## src/rtl/frame_uart_tx.sv

```systemverilog
// Purpose : serialises a latched 14-byte response frame (MARK, m1b1..m3b4, CRC8) as 8N1 UART, LSB first.
// Latency : the start bit of byte 0 appears on the edge that samples iStart; frame = (140+13*GAP_BITS)*CLK_DIV cycles.
// Backpr. : none; iStart while busy is ignored, and back-to-back frames are accepted from the oDone cycle.
//
// Ports:
//   clk, reset (async, active-low)
//   iStart                 - one-cycle strobe, latches frame bytes when idle
//   iMARK .. iCRC8         - 14 frame bytes in transmit order
//   oTX                    - serial line, idle high (registered)
//   oBusy                  - frame in progress (registered)
//   oDone                  - one-cycle pulse when the final stop bit completes
//   oByteIdx               - index of the byte on the line, 0 when idle
module frame_uart_tx #(
    parameter int CLK_DIV  = 16,
    parameter int GAP_BITS = 0
) (
    input  logic       clk,
    input  logic       reset,
    input  logic       iStart,
    input  logic [7:0] iMARK,
    input  logic [7:0] im1b1,
    input  logic [7:0] im1b2,
    input  logic [7:0] im1b3,
    input  logic [7:0] im1b4,
    input  logic [7:0] im2b1,
    input  logic [7:0] im2b2,
    input  logic [7:0] im2b3,
    input  logic [7:0] im2b4,
    input  logic [7:0] im3b1,
    input  logic [7:0] im3b2,
    input  logic [7:0] im3b3,
    input  logic [7:0] im3b4,
    input  logic [7:0] iCRC8,
    output logic       oTX,
    output logic       oBusy,
    output logic       oDone,
    output logic [3:0] oByteIdx
);

    typedef enum logic [2:0] {S_IDLE, S_START, S_DATA, S_STOP, S_GAP} state_t;

    localparam logic [15:0] DIV_LAST = 16'(CLK_DIV - 1);
    // Only meaningful when GAP_BITS > 0; the GAP state is unreachable otherwise.
    localparam logic [3:0]  GAP_LAST = 4'((GAP_BITS == 0) ? 0 : GAP_BITS - 1);
    localparam logic [3:0]  IDX_LAST = 4'd13;

    state_t      r_state, w_state_nxt;
    logic [15:0] r_timer, w_timer_nxt;
    logic [2:0]  r_bit,   w_bit_nxt;
    logic [3:0]  r_gap,   w_gap_nxt;
    logic [3:0]  r_idx,   w_idx_nxt;
    logic        r_tx,    w_tx_nxt;
    logic        r_busy,  w_busy_nxt;
    logic        r_done,  w_done_nxt;
    logic        w_load;
    logic        w_tick;
    logic [2:0]  w_bit_inc;
    logic [7:0]  w_cur;
    logic [7:0]  w_in  [14];
    logic [7:0]  r_buf [14];

    always_comb begin
        w_in = '{iMARK, im1b1, im1b2, im1b3, im1b4, im2b1, im2b2, im2b3, im2b4,
                 im3b1, im3b2, im3b3, im3b4, iCRC8};
    end

    assign w_tick    = (r_timer == DIV_LAST);
    assign w_bit_inc = r_bit + 3'd1;
    assign w_cur     = r_buf[r_idx];

    always_comb begin
        w_state_nxt = r_state;
        w_timer_nxt = w_tick ? 16'd0 : r_timer + 16'd1;
        w_bit_nxt   = r_bit;
        w_gap_nxt   = r_gap;
        w_idx_nxt   = r_idx;
        w_tx_nxt    = r_tx;
        w_busy_nxt  = r_busy;
        w_done_nxt  = 1'b0;
        w_load      = 1'b0;
        case (r_state)
            S_IDLE: begin
                // Timer parked at 0 so the first start bit is a full bit time.
                w_timer_nxt = 16'd0;
                w_tx_nxt    = 1'b1;
                w_busy_nxt  = 1'b0;
                if (iStart) begin
                    w_load      = 1'b1;
                    w_state_nxt = S_START;
                    w_idx_nxt   = 4'd0;
                    w_tx_nxt    = 1'b0;
                    w_busy_nxt  = 1'b1;
                end
            end
            S_START: begin
                if (w_tick) begin
                    w_state_nxt = S_DATA;
                    w_bit_nxt   = 3'd0;
                    w_tx_nxt    = w_cur[0];
                end
            end
            S_DATA: begin
                if (w_tick) begin
                    if (r_bit == 3'd7) begin
                        w_state_nxt = S_STOP;
                        w_tx_nxt    = 1'b1;
                    end else begin
                        w_bit_nxt = w_bit_inc;
                        w_tx_nxt  = w_cur[w_bit_inc];
                    end
                end
            end
            S_STOP: begin
                if (w_tick) begin
                    if (r_idx == IDX_LAST) begin
                        w_state_nxt = S_IDLE;
                        w_idx_nxt   = 4'd0;
                        w_busy_nxt  = 1'b0;
                        w_done_nxt  = 1'b1;
                    end else if (GAP_BITS > 0) begin
                        w_state_nxt = S_GAP;
                        w_gap_nxt   = 4'd0;
                    end else begin
                        w_state_nxt = S_START;
                        w_idx_nxt   = r_idx + 4'd1;
                        w_tx_nxt    = 1'b0;
                    end
                end
            end
            S_GAP: begin
                if (w_tick) begin
                    if (r_gap == GAP_LAST) begin
                        w_state_nxt = S_START;
                        w_idx_nxt   = r_idx + 4'd1;
                        w_tx_nxt    = 1'b0;
                    end else begin
                        w_gap_nxt = r_gap + 4'd1;
                    end
                end
            end
            default: begin
                w_state_nxt = S_IDLE;
                w_tx_nxt    = 1'b1;
                w_busy_nxt  = 1'b0;
                w_idx_nxt   = 4'd0;
            end
        endcase
    end

    always_ff @(posedge clk or negedge reset) begin
        if (!reset) begin
            r_state <= S_IDLE;
            r_timer <= 16'd0;
            r_bit   <= 3'd0;
            r_gap   <= 4'd0;
            r_idx   <= 4'd0;
            r_tx    <= 1'b1;
            r_busy  <= 1'b0;
            r_done  <= 1'b0;
            for (int i = 0; i < 14; i++) r_buf[i] <= 8'd0;
        end else begin
            r_state <= w_state_nxt;
            r_timer <= w_timer_nxt;
            r_bit   <= w_bit_nxt;
            r_gap   <= w_gap_nxt;
            r_idx   <= w_idx_nxt;
            r_tx    <= w_tx_nxt;
            r_busy  <= w_busy_nxt;
            r_done  <= w_done_nxt;
            if (w_load) r_buf <= w_in;
        end
    end

    assign oTX      = r_tx;
    assign oBusy    = r_busy;
    assign oDone    = r_done;
    assign oByteIdx = r_idx;

endmodule
```

## config.mk

```make
export PLATFORM = sky130hd
export DESIGN_NAME = frame_uart_tx
export DESIGN_NICKNAME = d
export VERILOG_FILES = /design/src/rtl/frame_uart_tx.sv
export SDC_FILE = /design/constraint.sdc
export NUM_CORES = 1
export LEC_CHECK = 0
export ABC_AREA = 1
export CAP_MARGIN = 20
export CELL_PAD_IN_SITES_DETAIL_PLACEMENT = 1
export CELL_PAD_IN_SITES_GLOBAL_PLACEMENT = 1
export CORE_ASPECT_RATIO = 0.9
export CORE_MARGIN = 8
export CORE_UTILIZATION = 40
export CTS_CLUSTER_DIAMETER = 150
export CTS_CLUSTER_SIZE = 25
export DETAILED_ROUTE_END_ITERATION = 8
export HOLD_SLACK_MARGIN = 0.03
export PLACE_DENSITY = 0.82
export SLEW_MARGIN = 20
export SYNTH_ARGS = -nofsm -noshare
export SYNTH_HDL_FRONTEND = slang
export SYNTH_SLANG_ARGS = --single-unit
```

## constraint.sdc

```tcl
create_clock -name clk -period 2.08 [get_ports clk]
set_input_delay 0.312 -clock clk [delete_from_list [all_inputs] [get_ports clk]]
set_output_delay 0.312 -clock clk [all_outputs]
set_load 0.01 [all_outputs]
```

==> impl_metrics.py <==
metrics = {
    "clock_tree": {
        "cts_tree": "yes",
        "cts_root_buf": "clkbuf_16",
        "clock_latency_ns": 0.43,
        "clk_pin_slew_ns": 0.06,
        "clock-sinks": 140,
        "htreeDepth": 4,
        "cts_buffers": 17,
        "cts_buffer_depth": 2,
    },
    "timing": {
        "layout_min_cycle_time_ns": 2.02,
        "tns_ns": 0,
        "holdWs_ns": 0.354,
        "finalSetupViolCount": 0,
        "timing.final.max_slew_violations": 0,
        "fmax_mhz": 496,
        "fin_crit_sh_pct": 97.0,
        "slew-limit-headroom_pct": 69.1,
        "worst_pin_slew_ns": 0.463,
        "hold_viol_final": 0,
        "skew_ns": 0.00955,
        "rsz0062_at_grt": "false",
    },
    "critical_path": {
        "crit_arrival_ns": 1.71,
        "critPathLaunchType": "flip-flop",
        "crit_path_end_kind": "output port",
        "cp_max_fo": 46,
        "critPathRequiredTime_ns": 1.77,
        "critPathKind": "reg -> out",
    },
    "placed_design": {
        "dp_hpwl_mm": 15.0,
        "place_area_um2": 8510,
        "io_buffers": 121,
        "gp_congestion": 0.836,
    },
    "power": {
        "vdd_ir_drop_max_mv": 0.635,
        "p_leak_nw": 4.46,
        "powerDensity_nw_per_um2": 690,
    },
    "route": {
        "routed_wl_mm": 20.9,
        "drt_pre_antenna_iters": 4,
        "vias": 5841,
        "drtAntennaViolNets": 0,
        "vias_per_cell": 5.10,
        "wl_per_cell_um": 18.3,
        "drc": 0,
        "drt_iter0_drc": 276,
    },
    "synth": {
        "yosysWarnings": 0,
        "synthCells": 775,
        "ys_types": 40,
        "synth_seq_area_share_pct": 50.4,
        "syn_area_per_cell_um2": 8.97,
        "netlist_area_um2": 6950,
        "synth-seq-cells": 140,
        "synth_fp_nets": 899,
        "synthFlopType": "dfrtp_1",
        "synthArstFlopShare_pct": 100,
        "synth-edff-count": 0,
    },
    "global_route": {
        "use_met3_pct": 4.64,
        "grtUsageMet1_pct": 24.8,
        "grt_pass1_wl_mm": 34.6,
        "grt_use_met2_pct": 33.4,
        "overflow": 0,
        "grt.busiest_layer": "met2",
        "grt_use_total_pct": 20.0,
        "grt_pass1_vias": 6456,
        "grt_max_degree": 63,
        "antenna_found_initial": 0,
    },
    "run_status": {
        "status": "complete, no violations",
    },
    "floorplan": {
        "die_area_um2": 21900,
        "rows": 45,
        "initial_utilization_pct": 41.0,
        "core_area_um2": 16900,
        "pin_count": 122,
        "die_height_um": 141,
        "die_width_um": 155,
    },
    "layout": {
        "multiInputGateArea_um2": 2920,
        "nFillCells": 1929,
        "nets": 1022,
        "fin_area_um2": 9180,
        "drive_gt1_share_pct": 16.7,
        "antenna_cells": 0,
        "area_growth_pct": 32.1,
        "seqCellArea_um2": 3510,
    },
    "run": {
        "drv_cap": 0,
    },
    "min_path": {
        "hp-class": "in -> async",
    },
}
## worst max-delay path, cell delays in order (launching register included)
cell and delay (ns):
dfrtp_2 0.43, buf_12 0.24, clkdlybuf4s50_1 0.58
## cell usage after synthesis, types with 2 or more instances
| library cell | instances | area, um^2 |
|---|---|---|
| mux2_2 | 64 | 721 |
| nor2_1 | 68 | 255 |
| nand3_1 | 91 | 455 |
| dfrtp_1 | 139 | 3480 |
| o21ai_1 | 5 | 25.0 |
| clkbuf_1 | 7 | 26.3 |
| buf_6 | 5 | 56.3 |
| nand2_2 | 3 | 18.8 |
| buf_4 | 6 | 45.0 |
| inv_2 | 6 | 22.5 |
| nor3_1 | 6 | 30.0 |
| nor4_1 | 2 | 12.5 |
| buf_2 | 17 | 85.1 |
| o21ai_0 | 7 | 35.0 |
| o22ai_1 | 2 | 12.5 |
| o211ai_1 | 7 | 52.6 |
| nor3b_1 | 4 | 30.0 |
| buf_1 | 5 | 18.8 |
| nand2_1 | 158 | 593 |
| nand3_2 | 3 | 30.0 |
| nor2_4 | 2 | 22.5 |
| ha_1 | 9 | 113 |
| a21oi_1 | 60 | 300 |
| inv_1 | 78 | 293 |
| nor2_2 | 2 | 12.5 |
| nor3_2 | 5 | 50.1 |
## area by class of cell
| class | instances | share of cell area, % |
|---|---|---|
| multi-input cells | 509 | 31.8 |
| flip-flops and latches | 140 | 38.2 |
| clock buffers | 19 | 4.82 |
| inverters | 86 | 3.54 |
| clock inverters | 13 | 2.10 |
| repair buffers | 144 | 16.3 |
| well taps | 235 | 3.20 |
## registers in the layout, summed over array words and instances, names as in the netlist
name,count
oBusy,1
oByteIdx,4
oDone,1
oTX,1
r_bit,3
r_buf,112
r_state,2
r_timer,16
## layer usage
| metal | routed length, um | up-vias |
|---|---|---|
| met4 | 398 | 0 |
| met1 | 9250 | 2911 |
| met2 | 10300 | 136 |
| li1 | - | 2765 |
| met3 | 973 | 29 |
| met5 | 0 | - |
## kinds of logic (layout without fill, tap and decap cells)
family | Yosys count | after routing | synth area share, %
simple gates | 349 | 349 | 22.8
flops | 140 | 140 | 50.4
buf+inv | 126 | 262 | 8.01
compound gates | 85 | 85 | 6.57
mux | 64 | 64 | 10.4
fa+ha+maj | 9 | 9 | 1.62
xor+xnor | 2 | 2 | 0.252
## report_power, final
part	switching (mW)	internal [mW]	total (mW)
clock network	1.21	2.05	3.26
logic	0.133	0.216	0.349
registers	0.00316	2.73	2.73
total	1.35	4.99	6.34
## path summary, 6_finish.rpt
check	endpoint	cells after the start	slack (ns)	from
max in group asynchronous	oDone	3	1.12	reset
min reg2reg	oBusy	2	0.49	oBusy
max	oByteIdx[0]	2	0.06	oByteIdx[0]
max reg2reg	oTX	12	0.18	oByteIdx[0]
min in group clk	r_buf[20]	3	0.47	im3b3[4]
min	r_buf[19]	2	0.35	reset
## through the flow
step | cells | total power, mW | util, % | setup WS [ns]
after floorplan | 775 | 2.81 | - | 0.407
after global placement | 1112 | 3.13 | 50.2 | 0.239
after detailed placement | 1112 | 3.13 | 50.2 | 0.206
after CTS | 1145 | 6.39 | 54.0 | 0.0394
after global routing | 1146 | 6.53 | 54.2 | 0.0167
final | 1146 | 6.34 | 54.2 | 0.0619
## cell usage in the layout (no fill, tap or decap), types with 6 or more instances in the layout
cell type / n
a21oi_1: 60
buf_12: 9
buf_4: 13
clkbuf_16: 17
clkdlybuf4s50_1: 120
clkinv_4: 6
dfrtp_1: 138
ha_1: 7
inv_1: 78
inv_2: 6
mux2_2: 64
nand2_1: 156
nand3_1: 91
nor2_1: 68
nor3_1: 6
o211ai_1: 7
o21ai_0: 7
## what timing repair did
item / in CTS / in global routing
setup buffers: 0 / 1
resized for setup: 0 / 5
hold buffers: 1 / 0
endpoints found under the setup margin: 0 / 5
hold endpoints to repair: 32 / 0
(Power assumes the default switching activity.)
